**src/rtl/wb_stage.sv**
```systemverilog
// MEM/WB pipeline register and writeback stage: load alignment, writeback select,
// load-response wait, single retirement and instret. Optional bypass: WB_BYPASS_EN.
module wb_stage (
    input  logic        clk,
    input  logic        rst,
    input  logic        stall,
    input  logic        flush,
    input  logic        mem_valid,
    input  logic        mem_regwrite,
    input  logic [4:0]  mem_rd,
    input  logic [1:0]  mem_wbsel,
    input  logic [2:0]  mem_funct3,
    input  logic [31:0] mem_alu_out,
    input  logic [31:0] mem_pc,
    input  logic [31:0] mem_imm,
    input  logic [31:0] dmem_rdata,
    input  logic        dmem_resp,
    input  logic [4:0]  id_rs1,
    input  logic [4:0]  id_rs2,
    input  logic [31:0] rf_rs1_data,
    input  logic [31:0] rf_rs2_data,
    output logic        rf_load,
    output logic [4:0]  rf_dest,
    output logic [31:0] rf_in,
    output logic        wb_stall_req,
    output logic        retire_valid,
    output logic [63:0] instret,
    output logic [31:0] id_rs1_val,
    output logic [31:0] id_rs2_val
);
    localparam int unsigned XLEN  = 32;
    localparam int unsigned REG_W = 5;
    localparam int unsigned CNT_W = 64;

    typedef enum logic [1:0] {
        WB_ALU  = 2'b00,
        WB_LOAD = 2'b01,
        WB_PC4  = 2'b10,
        WB_IMM  = 2'b11
    } wbsel_e;

    typedef struct packed {
        logic             valid;
        logic             regwrite;
        logic [REG_W-1:0] rd;
        logic [1:0]       wbsel;
        logic [2:0]       funct3;
        logic [XLEN-1:0]  alu_out;
        logic [XLEN-1:0]  pc;
        logic [XLEN-1:0]  imm;
        logic             done;
    } wb_reg_t;

    wb_reg_t          wb_q, wb_d;
    logic [CNT_W-1:0] instret_q, instret_d;
    logic             hold;
    logic [7:0]       ld_byte;
    logic [15:0]      ld_half;
    logic [XLEN-1:0]  load_data;

    assign wb_stall_req = wb_q.valid & ~wb_q.done & (wb_q.wbsel == WB_LOAD) & ~dmem_resp;
    assign retire_valid = wb_q.valid & ~wb_q.done & ~wb_stall_req;
    assign rf_load      = retire_valid & wb_q.regwrite & (wb_q.rd != '0);
    assign rf_dest      = wb_q.rd;
    assign instret      = instret_q;
    assign hold         = stall | wb_stall_req;

    // Extract and extend the addressed byte/halfword from the aligned word
    always_comb begin
        ld_byte = dmem_rdata[{wb_q.alu_out[1:0], 3'b000} +: 8];
        ld_half = wb_q.alu_out[1] ? dmem_rdata[31:16] : dmem_rdata[15:0];
        case (wb_q.funct3)
            3'b000:  load_data = {{24{ld_byte[7]}}, ld_byte};
            3'b100:  load_data = {24'd0, ld_byte};
            3'b001:  load_data = {{16{ld_half[15]}}, ld_half};
            3'b101:  load_data = {16'd0, ld_half};
            default: load_data = dmem_rdata;
        endcase
    end

    always_comb begin
        case (wb_q.wbsel)
            WB_ALU:  rf_in = wb_q.alu_out;
            WB_LOAD: rf_in = load_data;
            WB_PC4:  rf_in = XLEN'(wb_q.pc + 32'd4);
            default: rf_in = wb_q.imm;
        endcase
    end

    // Register update: reset > hold > flush > capture
    always_comb begin
        wb_d      = wb_q;
        instret_d = instret_q;
        if (rst) begin
            wb_d      = '0;
            instret_d = '0;
        end else begin
            if (retire_valid) begin
                instret_d = CNT_W'(instret_q + 64'd1);
            end
            if (hold) begin
                wb_d.done = wb_q.done | retire_valid;
            end else if (flush) begin
                wb_d.valid = 1'b0;
                wb_d.done  = 1'b0;
            end else begin
                wb_d.valid    = mem_valid;
                wb_d.regwrite = mem_regwrite;
                wb_d.rd       = mem_rd;
                wb_d.wbsel    = mem_wbsel;
                wb_d.funct3   = mem_funct3;
                wb_d.alu_out  = mem_alu_out;
                wb_d.pc       = mem_pc;
                wb_d.imm      = mem_imm;
                wb_d.done     = 1'b0;
            end
        end
    end

    always_ff @(posedge clk) begin
        wb_q      <= wb_d;
        instret_q <= instret_d;
    end

`ifdef WB_BYPASS_EN
    // Forward the write in flight to decode; rd=0 never asserts rf_load
    always_comb begin
        id_rs1_val = (rf_load && (id_rs1 == rf_dest)) ? rf_in : rf_rs1_data;
        id_rs2_val = (rf_load && (id_rs2 == rf_dest)) ? rf_in : rf_rs2_data;
    end
`else
    logic unused_id_rs;
    assign unused_id_rs = ^{id_rs1, id_rs2};
    always_comb begin
        id_rs1_val = rf_rs1_data;
        id_rs2_val = rf_rs2_data;
    end
`endif

endmodule

```
**config.mk**
```make
export PLATFORM = sky130hd
export DESIGN_NAME = wb_stage
export DESIGN_NICKNAME = d
export VERILOG_FILES = /design/src/rtl/wb_stage.sv
export SDC_FILE = /design/constraint.sdc
export NUM_CORES = 1
export LEC_CHECK = 0
export CAP_MARGIN = 20
export CORE_MARGIN = 3
export CORE_UTILIZATION = 45
export DETAILED_ROUTE_END_ITERATION = 16
export PLACE_DENSITY_LB_ADDON = 0.05
export SLEW_MARGIN = 15
export SYNTH_ARGS = -nofsm -noshare
export SYNTH_HDL_FRONTEND = slang
export SYNTH_SLANG_ARGS = --single-unit
```
**constraint.sdc**
```tcl
create_clock -name clk -period 4.6 [get_ports clk]
set_input_delay 1.15 -clock clk [delete_from_list [all_inputs] [get_ports clk]]
set_output_delay 1.15 -clock clk [all_outputs]
set_load 0.02 [all_outputs]
```
# After elaboration in Yosys (flattened, before gate mapping)

Index checks and enable logic that the tools add are counted.

Add/sub/neg operators: 2
Equality and inequality tests: 5
Shift operators: 1
Multiplexer cells: 4
Bitwise operators: 13
Reductions and logical operators: 5

Operator list:

| kind                                                | number |
|---|---|
| case mux 32 bit (4 select lines)                    | 1 |
| case mux 32 bit (3 select lines)                    | 1 |
| adder 64 x 1 -> 64 bit, second input constant       | 1 |
| adder 32 x 3 -> 32 bit, second input constant       | 1 |
| indexed part select 32 x 6 -> 8 bit                 | 1 |
| two-way mux 16 bit                                  | 1 |
| bitwise AND 1 bit                                   | 6 |
| equality test 3 bit, second input constant          | 2 |
| NOT 1 bit                                           | 5 |
| nonzero test 5 bit                                  | 1 |
| equality test 3 x 1 -> 1 bit, second input constant | 1 |
| zero test 3 bit                                     | 1 |
| equality test 2 x 1 -> 1 bit, second input constant | 1 |
| equality test 2 bit, second input constant          | 1 |
| zero test 2 bit                                     | 1 |
| bitwise OR 1 bit                                    | 2 |
| AND reduction 2 bit                                 | 1 |
| OR reduction 2 bit                                  | 1 |
| two-way mux 1 bit                                   | 1 |

Bits in registers: 173
Bits of input ports: 219
Logic and storage cells: 40

# Depth between registers and ports, before layout

Depth in word-level cells: 8
Depth in mapped cells: 10
Gate-level depth less buffers: 6

# Worst setup path after synthesis

OpenSTA, ideal clock, no wires.

Path type: input to output
Start point: input port dmem_rdata[31]
End point: output port rf_in[18]
Arrival time: 2.506 ns
Setup slack: 0.944 ns
Cell stages on the path: 6
Path buffers: 1
Cell sequence: mux2_2 -> mux2i_1 -> o31a_1 -> buf_1 -> a211oi_1 -> a221o_1

Word-level cells in the longest chain between the ends: 3
Elaborated cells on any way between the ends: 4
Classes of those cells: 1 x shift; 3 x mux

Ends and longest elaborated chain:

| item                                                                      | RTL line | text |
|---|---|---|
| start, declared                                                           | 16       | `input logic [31:0] dmem_rdata,` |
| indexed part select 32 x 6 -> 8 bit or two-way mux 16 bit (tied branches) | 70, 71   |  |
| case mux 32 bit (4 select lines) (*)                                      | 72       | `case (wb_q.funct3)` |
| case mux 32 bit (3 select lines) (*)                                      | 82       | `case (wb_q.wbsel)` |
| end, declared                                                             | 24       | `output logic [31:0] rf_in,` |

Mark *: on every way between the ends. The rest lies on a longest branch, timed or not.

# Worst setup path after layout

Start point: input port dmem_rdata[23]
End point: output port rf_in[29]

Word-level cells in the longest chain between the ends: 3

Ends and longest elaborated chain:

| item                                | RTL line | text |
|---|---|---|
| indexed part select 32 x 6 -> 8 bit | 70       | `ld_byte = dmem_rdata[{wb_q.alu_out[1:0], 3'b000} +: 8];` |
| case mux 32 bit (4 select lines)    | 72       |  |
| case mux 32 bit (3 select lines)    | 82       |  |

Every way passes these cells.

==> results.cfg <==
[status]
status = completed

[global_routing]
grt_pass1_wl_mm = 47.5
grt_pass1_vias = 8488
grt_overflow = 0
grt_usage_pct = 27.2
antenna_found_initial = 3
grt_max_degree = 108

[critical_path]
ff2ff_path_depth = 7
endpoint = rf_in[29]
cpPeakStageDelay_ns = 0.61
rr_startpoint = wb_q[101]$_SDFFE_PP0P_
crit_cells = 7
r2r_slack_ns = 1.54
cp-startpoint = dmem_rdata[23]
cpLargestDelayFamily = buffers and inverters
crit_path_end_kind = output pin
crit_arrival_ns = 3.39
crit_path_frequent_cell = clkdlybuf4s50_1
r2r_end = instret[63]$_SDFFE_PP0P_
critical_path_class = in -> out
path_buf_inv = 2
crit_path_top_delay_cell = clkdlybuf4s50_1
cp_max_fo = 4
critPathRequiredTime_ns = 3.45
cp_cell_sequence = clkdlybuf4s50_1 > mux2_2 > mux2i_1 > o31a_1 > a211oi_2 > a221o_1 > clkdlybuf4s50_1
crit_path_start_kind = primary input

[timing]
timing.hold.ws_ns = 0.454
grt_setup_unrepaired = false
timing.setup.tns_ns = 0
finClkSkew_ns = 0.0122
post-route-period-util_pct = 98.7
relSlewSlack_pct = 43.0
hold_viol = 0
setup_viol = 0
tightest_slew_ns = 0.855
drv_slew = 0
fin_crit_ns = 4.54
fmax_mhz = 220

[clock_network]
hold_buffers = 0
cts_buffer_depth = 2
insertion_delay_ns = 0.44
cts_tree = done
clk_pin_slew_ns = 0.07
root_buffer = clkbuf_16
htree_levels = 4
cts_setup_buffers = 0
cts_inserted_buffers = 17
cts.sinks = 173

[detailed_routing]
dr.first_iter.drc_count = 649
vias = 9412
firstDrtPassIters = 5
drt-total-wl_mm = 31.9
viasPerCell = 5.61
post_drt_wl_per_cell_microns = 19.0
antenna_left = 0
drc = 0

[finish]
n_fill_cell = 1931
drive_above_1_share_pct = 6.63
fin_area_sq_um = 12300
final_net_count = 1611
syn2layout_area_growth_pct = 30.9
stdcell_count = 1678
utilization_pct = 60.3

[synthesis]
synth-main-ff-cell = dfxtp_1
synth_area_sq_um = 9380
synth_cell_types = 58
syn_inst = 1248
ys_seq_area_share_pct = 36.9
synth_top_area_share_pct = 36.9
ys_top_cells_by_area = dfxtp_1, nand2_1, a21oi_1
yosysMostFrequentCell = nand2_1
synth_fp_nets = 1469
synth_edf_count = 0
synth_top_cells_by_count = nand2_1, dfxtp_1, a21oi_1
synth_top_area_cell = dfxtp_1
avgSynthCellArea_sq_um = 7.52
yosysWarnings = 0
ys_ff_latch = 173
async_flop_share_pct = 0

[floorplan]
die_w_microns = 150
start_util_pct = 46.1
die-area_sq_um = 22600
ios = 387
core-area_sq_um = 20400
rows = 52
die_h_microns = 150

[place]
io_buffer_count = 248
dp_hpwl_mm = 23.5
placed_area_sq_um = 11600
gp_congestion = 0.890
dp.cells = 1641

[power_and_ir_drop]
max-vdd-ir-drop_v = 0.000226
power_leakage_nw = 4.30
power_density_nw_per_um2 = 293

[hold_path]
min_path_cells = 2
hp-class = reg -> reg

[run]
maxCapViolCount = 0
[kinds of logic (layout without fill, tap and decap cells)]
group,Yosys count,count (layout),synth area share [%]
buffers and inverters,182,337,10.4
other,0,5,0
adder cells (fa/ha/maj),2,2,0.267
multiplexers,16,16,2.55
flip-flops,173,173,36.9
XOR/XNOR,43,43,4.01
AO/OA/AOI/OAI,312,312,19.9
AND/OR/NAND/NOR,520,520,26.0
[worst min-delay path by stage]
stage / end / startpoint / slack, ns
after CTS: wb_q[11]$_SDFFE_PP0P_ / wb_q[11]$_SDFFE_PP0P_ / 0.45
after global placement: wb_q[11]$_SDFFE_PP0P_ / wb_q[11]$_SDFFE_PP0P_ / 0.44
after detailed placement: wb_q[11]$_SDFFE_PP0P_ / wb_q[11]$_SDFFE_PP0P_ / 0.44
final: wb_q[11]$_SDFFE_PP0P_ / wb_q[11]$_SDFFE_PP0P_ / 0.45
after floorplan: wb_q[10]$_SDFFE_PP0P_ / wb_q[10]$_SDFFE_PP0P_ / 0.43
after global routing: wb_q[96]$_SDFFE_PP0P_ / wb_q[96]$_SDFFE_PP0P_ / 0.47
[registers in the layout (all words and copies together), names as in the netlist]
name,cells
rf_dest,5
wb_q,104
instret,64
[per-layer routing]
metal  up-vias  track usage (%)  share of wire, %
met4         0             10.1               2.9
met2       365             42.5                45
met1      4343             37.4                44
met3        64             5.36               7.5
met5         -                0                 0
li1       4640                -                 -
[final cells by class]
cell class	count	area, sq um	area share [%]
clock inverters	14	173	1.41
well taps	270	338	2.75
clock buffers	18	439	3.57
diodes	5	12.5	0.102
repair buffers	283	2780	22.6
inverters	22	82.6	0.672
flip-flops and latches	173	3470	28.2
multi-input cells	893	5000	40.7
[through the flow]
stage                     setup slack, ns  power (mW)
after floorplan                     0.944        1.93
final                              0.0590        3.60
after CTS                         0.00303        3.62
after global routing              0.00608        3.72
after global placement             -0.140        2.14
after detailed placement           -0.140        2.14
[report_power, final]
| group | switching, mW | internal, mW |
|---|---|---|
| clock network | 0.699 | 0.793 |
| logic | 0.261 | 0.256 |
| registers | 0.0447 | 1.54 |
| total | 1.01 | 2.59 |
[cells in the final DEF (no fill, tap or decap), types with 13 or more instances in the layout]
| master | netlist | layout |
|---|---|---|
| or3_1 | 15 | 14 |
| dfxtp_1 | 173 | 171 |
| nor3_1 | 27 | 26 |
| buf_4 | 71 | 34 |
| and4_1 | 13 | 13 |
| o31ai_1 | 26 | 26 |
| o21ai_0 | 43 | 43 |
| nand4_1 | 28 | 28 |
| nor2_1 | 63 | 63 |
| clkdlybuf4s50_1 | 0 | 224 |
| xnor2_1 | 27 | 27 |
| or4_1 | 28 | 28 |
| inv_1 | 22 | 22 |
| nand2_1 | 278 | 278 |
| xor2_1 | 16 | 16 |
| nand3_1 | 26 | 26 |
| clkbuf_16 | 0 | 17 |
| a21oi_1 | 165 | 165 |
[worst reg2reg max path, cell delays in order (launching register included)]
cell	delay [ns]
dfxtp_2	0.66
buf_4	0.43
or3b_2	0.20
buf_4	0.15
nand4_1	0.12
or4_4	0.71
or4_1	0.55
a21oi_1	0.17
[timing repair]
| item | CTS | global route |
|---|---|---|
| gates resized for setup | 19 | 13 |
| hold endpoints to repair | 0 | 0 |
| endpoints found under the setup margin | 12 | 11 |
Note: power is estimated with default switching activity, not from simulation.
